==> config.mk <==
export PLATFORM = sky130hd
export DESIGN_NAME = gol_gen_scheduler
export DESIGN_NICKNAME = d
export VERILOG_FILES = /design/src/rtl/gol_pkg.sv /design/src/rtl/gol_frame_divider.sv /design/src/rtl/gol_gen_scheduler.sv
export SDC_FILE = /design/constraint.sdc
export NUM_CORES = 1
export LEC_CHECK = 0
export BUFFER_PORTS_ARGS = -buffer_cell sky130_fd_sc_hd__buf_4
export CAP_MARGIN = 10
export CORE_ASPECT_RATIO = 0.7
export CORE_MARGIN = 2
export CORE_UTILIZATION = 48
export DETAILED_ROUTE_END_ITERATION = 8
export PLACE_DENSITY = 0.84
export SLEW_MARGIN = 20
export SYNTH_ARGS = -nofsm -noshare
export SYNTH_HDL_FRONTEND = slang
export SYNTH_SLANG_ARGS = --single-unit
==> constraint.sdc <==
create_clock -name clock -period 1.35 [get_ports clock]
set_input_delay 0.0675 -clock clock [delete_from_list [all_inputs] [get_ports clock]]
set_output_delay 0.0675 -clock clock [all_outputs]
set_load 0.03 [all_outputs]
==> src/rtl/gol_pkg.sv <==
// Shared types and default parameters for the Game-of-Life generation scheduler.
package gol_pkg;

  // Default number of displayed frames per generation in run mode (1..255).
  localparam int FRAMES_PER_GEN_DEF = 8;

  // Default width of the completed-generation counter.
  localparam int GEN_W_DEF = 16;

  // Scheduler states.
  typedef enum logic [2:0] {
    ST_IDLE    = 3'd0,
    ST_WAIT_VB = 3'd1,
    ST_START   = 3'd2,
    ST_COMPUTE = 3'd3,
    ST_SWAP    = 3'd4
  } gol_sched_state_t;

endpackage

==> src/rtl/gol_frame_divider.sv <==
// Frame divider: counts frame_start pulses while run is high and emits a
// one-cycle gen_due pulse on every FRAMES_PER_GEN-th frame.
module gol_frame_divider
  import gol_pkg::*;
#(
  parameter int FRAMES_PER_GEN = FRAMES_PER_GEN_DEF
) (
  input  logic clock,
  input  logic reset,
  input  logic run,
  input  logic frame_start,
  output logic gen_due
);

  // Eight bits covers the full 1..255 range of FRAMES_PER_GEN.
  localparam logic [7:0] LAST_FRAME = 8'(FRAMES_PER_GEN - 1);

  logic [7:0] count_q;
  logic [7:0] count_d;

  // Next count and due pulse; stopping run parks the count at zero.
  always_comb begin
    count_d = count_q;
    gen_due = 1'b0;
    if (!run) begin
      count_d = 8'd0;
    end else if (frame_start) begin
      if (count_q == LAST_FRAME) begin
        count_d = 8'd0;
        gen_due = 1'b1;
      end else begin
        count_d = count_q + 8'd1;
      end
    end
  end

  // Frame count register.
  always_ff @(posedge clock) begin
    if (reset) begin
      count_q <= 8'd0;
    end else begin
      count_q <= count_d;
    end
  end

endmodule

==> src/rtl/gol_gen_scheduler.sv <==
// Generation scheduler: decides when the update engine runs, launches it in
// vertical blanking, arbitrates the shared cell-RAM read port (display first),
// flips the double buffer and counts completed generations.
//
// state      | meaning
// -----------+--------------------------------------------------------
// ST_IDLE    | nothing to do; waits for a pending generation request
// ST_WAIT_VB | request accepted; waits for vertical blanking
// ST_START   | one-cycle eng_start pulse; pending request consumed
// ST_COMPUTE | engine running; waits for eng_done
// ST_SWAP    | one-cycle swap pulse; buffer flips on exit
module gol_gen_scheduler
  import gol_pkg::*;
#(
  parameter int FRAMES_PER_GEN = FRAMES_PER_GEN_DEF,
  parameter int GEN_W          = GEN_W_DEF
) (
  input  logic             clock,
  input  logic             reset,
  input  logic             run,
  input  logic             step,
  input  logic             frame_start,
  input  logic             vblank,
  input  logic             disp_req,
  output logic             disp_grant,
  output logic             eng_start,
  output logic             eng_grant,
  input  logic             eng_done,
  output logic             swap,
  output logic             buf_sel,
  output logic [GEN_W-1:0] gen_count,
  output logic             busy,
  output logic             err_overrun
);

  gol_sched_state_t state_q;
  gol_sched_state_t state_d;

  logic             pending_q;
  logic             pending_d;
  logic             step_q;
  logic             step_d;
  logic             buf_sel_q;
  logic             buf_sel_d;
  logic [GEN_W-1:0] gen_count_q;
  logic [GEN_W-1:0] gen_count_d;
  logic             err_overrun_q;
  logic             err_overrun_d;

  logic             gen_due;
  logic             step_rise;

  gol_frame_divider #(
    .FRAMES_PER_GEN (FRAMES_PER_GEN)
  ) u_frame_divider (
    .clock       (clock),
    .reset       (reset),
    .run         (run),
    .frame_start (frame_start),
    .gen_due     (gen_due)
  );

  // Next state and the one-cycle strobes tied to START and SWAP.
  always_comb begin
    state_d   = state_q;
    eng_start = 1'b0;
    swap      = 1'b0;
    case (state_q)
      ST_IDLE: begin
        if (pending_q) state_d = ST_WAIT_VB;
      end
      ST_WAIT_VB: begin
        if (vblank) state_d = ST_START;
      end
      ST_START: begin
        eng_start = 1'b1;
        state_d   = ST_COMPUTE;
      end
      ST_COMPUTE: begin
        if (eng_done) state_d = ST_SWAP;
      end
      ST_SWAP: begin
        swap    = 1'b1;
        state_d = ST_IDLE;
      end
      default: begin
        state_d = ST_IDLE;
      end
    endcase
  end

  // Read-port arbitration: the display always wins, the engine stalls.
  always_comb begin
    disp_grant = disp_req;
    eng_grant  = (state_q == ST_COMPUTE) && !disp_req && !reset;
    busy       = (state_q != ST_IDLE);
  end

  // Request capture, buffer flip, generation count and overrun flag.
  always_comb begin
    step_d    = step;
    step_rise = step && !step_q && !run;

    // One-deep request: a new request while one is pending is simply lost.
    // Leaving WAIT_VB consumes the request; WAIT_VB always has pending set,
    // so a coincident request there would be dropped anyway.
    pending_d = pending_q;
    if ((state_q == ST_WAIT_VB) && vblank) begin
      pending_d = 1'b0;
    end else if (gen_due || step_rise) begin
      pending_d = 1'b1;
    end

    buf_sel_d   = buf_sel_q;
    gen_count_d = gen_count_q;
    if (state_q == ST_SWAP) begin
      buf_sel_d   = ~buf_sel_q;
      gen_count_d = gen_count_q + GEN_W'(1);
    end

    // A new frame starting while the engine is still busy means the
    // generation did not fit in blanking; the flag is sticky until reset.
    err_overrun_d = err_overrun_q;
    if ((state_q == ST_COMPUTE) && frame_start) begin
      err_overrun_d = 1'b1;
    end
  end

  // State and datapath registers with synchronous reset.
  always_ff @(posedge clock) begin
    if (reset) begin
      state_q       <= ST_IDLE;
      pending_q     <= 1'b0;
      step_q        <= 1'b0;
      buf_sel_q     <= 1'b0;
      gen_count_q   <= '0;
      err_overrun_q <= 1'b0;
    end else begin
      state_q       <= state_d;
      pending_q     <= pending_d;
      step_q        <= step_d;
      buf_sel_q     <= buf_sel_d;
      gen_count_q   <= gen_count_d;
      err_overrun_q <= err_overrun_d;
    end
  end

  assign buf_sel     = buf_sel_q;
  assign gen_count   = gen_count_q;
  assign err_overrun = err_overrun_q;

endmodule

Word level (Yosys, flattened, before mapping)
Index checks and enable logic that the tools add are counted.
Storage, ports and cells
  flip-flop bits (word level): 31
  logic and storage cells: 45
Operators by class
  $add $sub $neg: 2
  eq/ne operators: 8
  muxes and demuxes: 10
  bitwise operators: 2
  reductions and logical operators: 16
Operators with widths (number)
  $add A16 B1 Y16 const B: 1
  $pmux W3 S4: 1
  $mux W3: 3
  $add A8 B1 Y8 const B: 1
  $eq A8 B3 Y1 const B: 1
  $mux W8: 1
  $eq A3 B2 Y1 const B: 2
  $logic_and A1 B1 Y1: 6
  $ne A2 B2 Y1 const B: 3
  $mux W1: 5
  $logic_not A1 Y1: 4
  $reduce_or A2 Y1: 2
  $eq A3 B1 Y1 const B: 1
  $eq A3 B3 Y1 const B: 1
  $logic_not A3 Y1: 1
  $reduce_and A3 Y1: 1
  $reduce_bool A3 Y1: 1
  $not A1 Y1: 2
  $logic_or A1 B1 Y1: 1

Depth between registers and ports, before layout
  word-level depth: 5
  mapped depth: 6
  depth with buffers taken out: 5

By module
Synthesis repeated with hierarchy kept, for this count alone.
Second synthesis, totals
  cell total of the unflattened synthesis: 153
  area, all modules: 1407.6 µm²
By module, submodules not included
  gol_gen_scheduler: instances 1, cells an instance 111, area each 1021.0 µm², sequential area each 460.4 µm²
  gol_frame_divider: instances 1, cells an instance 42, area each 386.6 µm², sequential area each 160.2 µm²

Least setup slack after synthesis
Ideal clock, no wire load.
  path type: register to output
  start point: reg state_q[0]
  end point: out eng_grant
  data arrival time: 1.596 ns
  slack: -0.314 ns
  cell stages (with the launch flop): 4
  cell sequence: dfxtp_1 clkbuf_1 nand2_1 nor4_1
On the way
  word-level cells in the longest chain between the ends: 3
RTL lines
  from (decl): RTL line gol_gen_scheduler.sv:36  | gol_sched_state_t state_q;
  from (signal assigned): RTL line gol_gen_scheduler.sv:139  | state_q <= state_d;
  $eq A3 B2 Y1: RTL line gol_gen_scheduler.sv:95  | eng_grant = (state_q == ST_COMPUTE) && !disp_req && !reset;
  $logic_and A1 B1 Y1 (2 in a row): RTL line gol_gen_scheduler.sv:95
  to (decl): RTL line gol_gen_scheduler.sv:27  | output logic eng_grant,
No other way between the ends.

Worst setup path in the final report
  start point: reg state_q[1]
  end point: reg gen_count_q[12], in the netlist gen_count[12]
On the way
  word-level cells in the longest chain between the ends: 1
RTL lines
  $eq A3 B3 Y1: RTL line gol_gen_scheduler.sv:116  | if (state_q == ST_SWAP) begin
  to (signal assigned): RTL line gol_gen_scheduler.sv:143  | gen_count_q <= gen_count_d;
  to (decl): RTL line gol_gen_scheduler.sv:45  | logic [GEN_W-1:0] gen_count_q;
No other way between the ends.
A chain may end at the register's enable or synchronous reset.

==> flow_summary_export.csv <==
group,metric,value,unit
worst_setup_path,crit_type,"register to register",
sta,timing.setup.tns,-0.251,ns
drt,drt.antenna.violating_nets,0,
power_and_ir_drop,share_seq_of_total_power,0.511,
worst_setup_path,worst_setup_path_end_kind,"register",
clock_network,tritoncts.num_buffers,5,
yosys,synth-seq-area-share,0.432,
power_and_ir_drop,power_frac_clock,0.392,
flow_run,maxCapViolCount,0,
yosys,netlist-cell-type-count,39,
cells_and_area,layout-area-overhead-vs-synth,38.7,%
power_and_ir_drop,power.ir.vdd_worst,566,uV
sta,worst_slew_margin_rel,0.802,
min_path,hold_path_class,"input port to register",
power_and_ir_drop,fin_total_pwr,1.83,mW
placement,detailedPlace.worstSlack,-0.0950,ns
die,rows,16,
power_and_ir_drop,leakage_component_of_the_power,0.786,nW
yosys,synth_warnings,0,
yosys,synthDominantAreaCellType,"sky130_fd_sc_hd__dfxtp_1",
clock_network,max-clock-path-buffers,2,
cells_and_area,finish.utilization,0.706,
yosys,synthesis.area,0.00144,mm2
yosys,synthTopCellsByArea,"sky130_fd_sc_hd__dfxtp_1, sky130_fd_sc_hd__nor2_1, sky130_fd_sc_hd__xor2_1",
sta,fin_hold_viols,0,
die,fp.dieArea,0.00345,mm2
grt,overflow,0,
clock_network,h-tree-depth,2,
worst_setup_path,critical_path.startpoint_type,"register",
power_and_ir_drop,cellPowerDensity,917,mW/mm2
worst_setup_path,worst-endpoint-required,1.57,ns
sta,worst_pin_slew,0.296,ns
grt,first_global_vias,1192,
power_and_ir_drop,swShare,0.251,
yosys,synth_async_sr_flop_share,0,
clock_network,cts.root.buffer_cell,"sky130_fd_sc_hd__clkbuf_8",
yosys,synth_seq_cells,31,
sta,setup_slack,-0.0598,ns
yosys,yosys.area.top_type_share,0.432,
drt,drt_first_pass_iters,4,
yosys,yosys-top-cells-count,"sky130_fd_sc_hd__dfxtp_1, sky130_fd_sc_hd__nor2_1, sky130_fd_sc_hd__nand4_1, sky130_fd_sc_hd__xor2_1",
placement,gpl.final_weighted_congestion,0.858,
sta,setup_viol,8,
cells_and_area,antennaDiodeCount,0,
run_status,violated_checks,"setup timing",
sta,max_clock_freq,709,MHz
sta,unrepaired_setup_endpoints_after_global_routing,"yes",
grt,grt_antenna_before_repair,0,
drt,totalWireLength,3570,um
clock_network,clock_sinks,31,
yosys,synth-edff-count,0,
sta,layout_min_cycle_time,1.41,ns
drt,via_per_inst,5.47,
sta,maxSlewViolCount,0,
cells_and_area,finalNetCount,215,
cells_and_area,layout.filler_cells,197,
grt,maximum_number_of_pins_on_one_net_before_global_route_repair,27,
sta,post-route-period-util,1.04,
die,dieWidth,69.4,um
power_and_ir_drop,p_int,1.37,mW
yosys,yosysMostFrequentCell,"sky130_fd_sc_hd__dfxtp_1",
placement,port_buffers,30,
grt,grt_use_total,0.221,
die,fp.dieH,49.8,um
power_and_ir_drop,switching_power,459,uW
die,placeableCoreArea,0.00282,mm2
grt,grt_pass1_wl,5770,um
clock_network,cts.reportedPaths.clkPinSlew,0.06,ns
cells_and_area,share_of_layout_cells_above_drive_strength_1,0.456,
drt,drc,0,
power_and_ir_drop,fraction_of_power_consumed_by_combinational_cells,0.097,
clock_network,tritoncts,"done",
placement,placement_cell_area,0.00178,mm2
clock_network,clock_insertion_delay_worst_skew,0.29,ns
drt,vias,1324,
clock_network,holdBufCountCts,0,
yosys,synthesis.nets,168,
drt,first_iter_violations,76,
yosys,synth-main-ff-cell,"sky130_fd_sc_hd__dfxtp_1",
yosys,postSynthAreaPerCell,9.09,um2
yosys,synthesis.instances,158,
drt,wire_per_inst,14.7,um
cells_and_area,design_area,0.00199,mm2
run_status,result_of_the_run,"finished with violations",
worst_setup_path,critPathArrivalTime,1.63,ns
placement,placed_wire_length_estimate,2230,um
sta,worst_clock_skew,0.00687,ns
worst_setup_path,critical_path_peak_fanout,5,
die,start_util,0.509,
die,top_level_ports,31,
## timing repair
action / in CTS / in global routing
gates resized for setup: 10 / 16
pin swaps: 5 / 5
buffers inserted: 1 / 5
cloned: 0 / 0
endpoints found under the setup margin: 10 / 17
hold endpoints to repair: 0 / 0
## sequential cells by signal, indices dropped and copies added (netlist names)
signal                   cells
step_q                       1
buf_sel                      1
u_frame_divider.count_q      8
pending_q                    1
state_q                      3
err_overrun                  1
gen_count                   16
## critical path, cell delays in order, from the launching register on
cell	delay, ns
sky130_fd_sc_hd__dfxtp_2	0.33
sky130_fd_sc_hd__and4bb_4	0.38
sky130_fd_sc_hd__nand4_1	0.14
sky130_fd_sc_hd__or3_1	0.33
sky130_fd_sc_hd__a21oi_1	0.16
## placed cells by master, fill, tap and decap left out, types with 2 or more instances in the layout
cell type | synthesis | layout
sky130_fd_sc_hd__nand3_1 | 4 | 3
sky130_fd_sc_hd__buf_4 | 2 | 43
sky130_fd_sc_hd__or3_4 | 0 | 2
sky130_fd_sc_hd__dfxtp_1 | 31 | 15
sky130_fd_sc_hd__inv_1 | 3 | 3
sky130_fd_sc_hd__and2_1 | 3 | 3
sky130_fd_sc_hd__nor2_1 | 27 | 24
sky130_fd_sc_hd__nor4_1 | 3 | 2
sky130_fd_sc_hd__a21oi_1 | 7 | 4
sky130_fd_sc_hd__nand2b_1 | 2 | 2
sky130_fd_sc_hd__mux2i_1 | 2 | 2
sky130_fd_sc_hd__o21ai_0 | 4 | 4
sky130_fd_sc_hd__xor2_1 | 11 | 11
sky130_fd_sc_hd__or3_1 | 4 | 3
sky130_fd_sc_hd__nor2_2 | 0 | 3
sky130_fd_sc_hd__and4_1 | 2 | 2
sky130_fd_sc_hd__nand2_1 | 6 | 6
sky130_fd_sc_hd__a21oi_2 | 0 | 3
sky130_fd_sc_hd__dfxtp_2 | 0 | 13
sky130_fd_sc_hd__clkbuf_8 | 0 | 5
sky130_fd_sc_hd__nand3_2 | 1 | 2
sky130_fd_sc_hd__nand4_1 | 11 | 11
sky130_fd_sc_hd__buf_6 | 3 | 7
sky130_fd_sc_hd__dfxtp_4 | 0 | 3
sky130_fd_sc_hd__xnor2_1 | 7 | 7
sky130_fd_sc_hd__and3_1 | 2 | 2
## area by class of cell
cell class,count,area [um2],area share
sequential,31,648,0.325
tap,36,45.0,0.0226
clock buffer,6,72.6,0.0364
multi-input combinational,114,801,0.402
inverter,3,11.3,0.00565
timing repair buffer,50,402,0.202
clock inverter,2,12.5,0.00628
## worst paths after layout
check               from       endpoint  slack, ns  depth (start not counted)
max           state_q[1]  gen_count[12]      -0.06                          4
max reg2reg   state_q[1]  gen_count[12]      -0.06                          4
min               vblank      pending_q       0.01                          2
min reg2reg  err_overrun    err_overrun       0.47                          2
## per-layer routing
| metal | track usage | share of wire | routed length [um] | vias up |
|---|---|---|---|---|
| met5 | 0 | 0 | 0 | - |
| met4 | 0.0850 | 0.024 | 85 | 0 |
| met3 | 0.0879 | 0.063 | 223 | 11 |
| met2 | 0.351 | 0.46 | 1650 | 50 |
| met1 | 0.270 | 0.45 | 1610 | 620 |
| li1 | - | - | - | 643 |
## through the flow
stage	hold slack, ns	instances
3_3_place_gp	0.304	228
4_1_cts	0.00108	237
5_1_grt	0.0228	242
6_report	0.0112	242
2_1_floorplan	0.189	158
3_5_place_dp	0.313	228
## power groups by stage
stage	clock network (mW)	logic (mW)	registers, mW
6_report	0.717	0.177	0.933
3_5_place_dp	0	0.145	0.949
5_1_grt	0.766	0.189	0.933
2_1_floorplan	0	0.102	0.949
3_3_place_gp	0	0.141	0.948
4_1_cts	0.729	0.160	0.930
## cells by family (layout without fill, tap and decap cells)
| kind of cell | Yosys count | count (layout) | share of synthesized area |
|---|---|---|---|
| muxes | 2 | 2 | 0.0139 |
| adders and majority gates | 2 | 2 | 0.0174 |
| DFF | 31 | 31 | 0.432 |
| AOI/OAI and AO/OA | 15 | 15 | 0.0671 |
| xor gates and xnor gates | 18 | 18 | 0.110 |
| buffers and inverters | 13 | 61 | 0.0566 |
| and+or+nand+nor | 77 | 77 | 0.303 |
(Power assumes the default switching activity.)
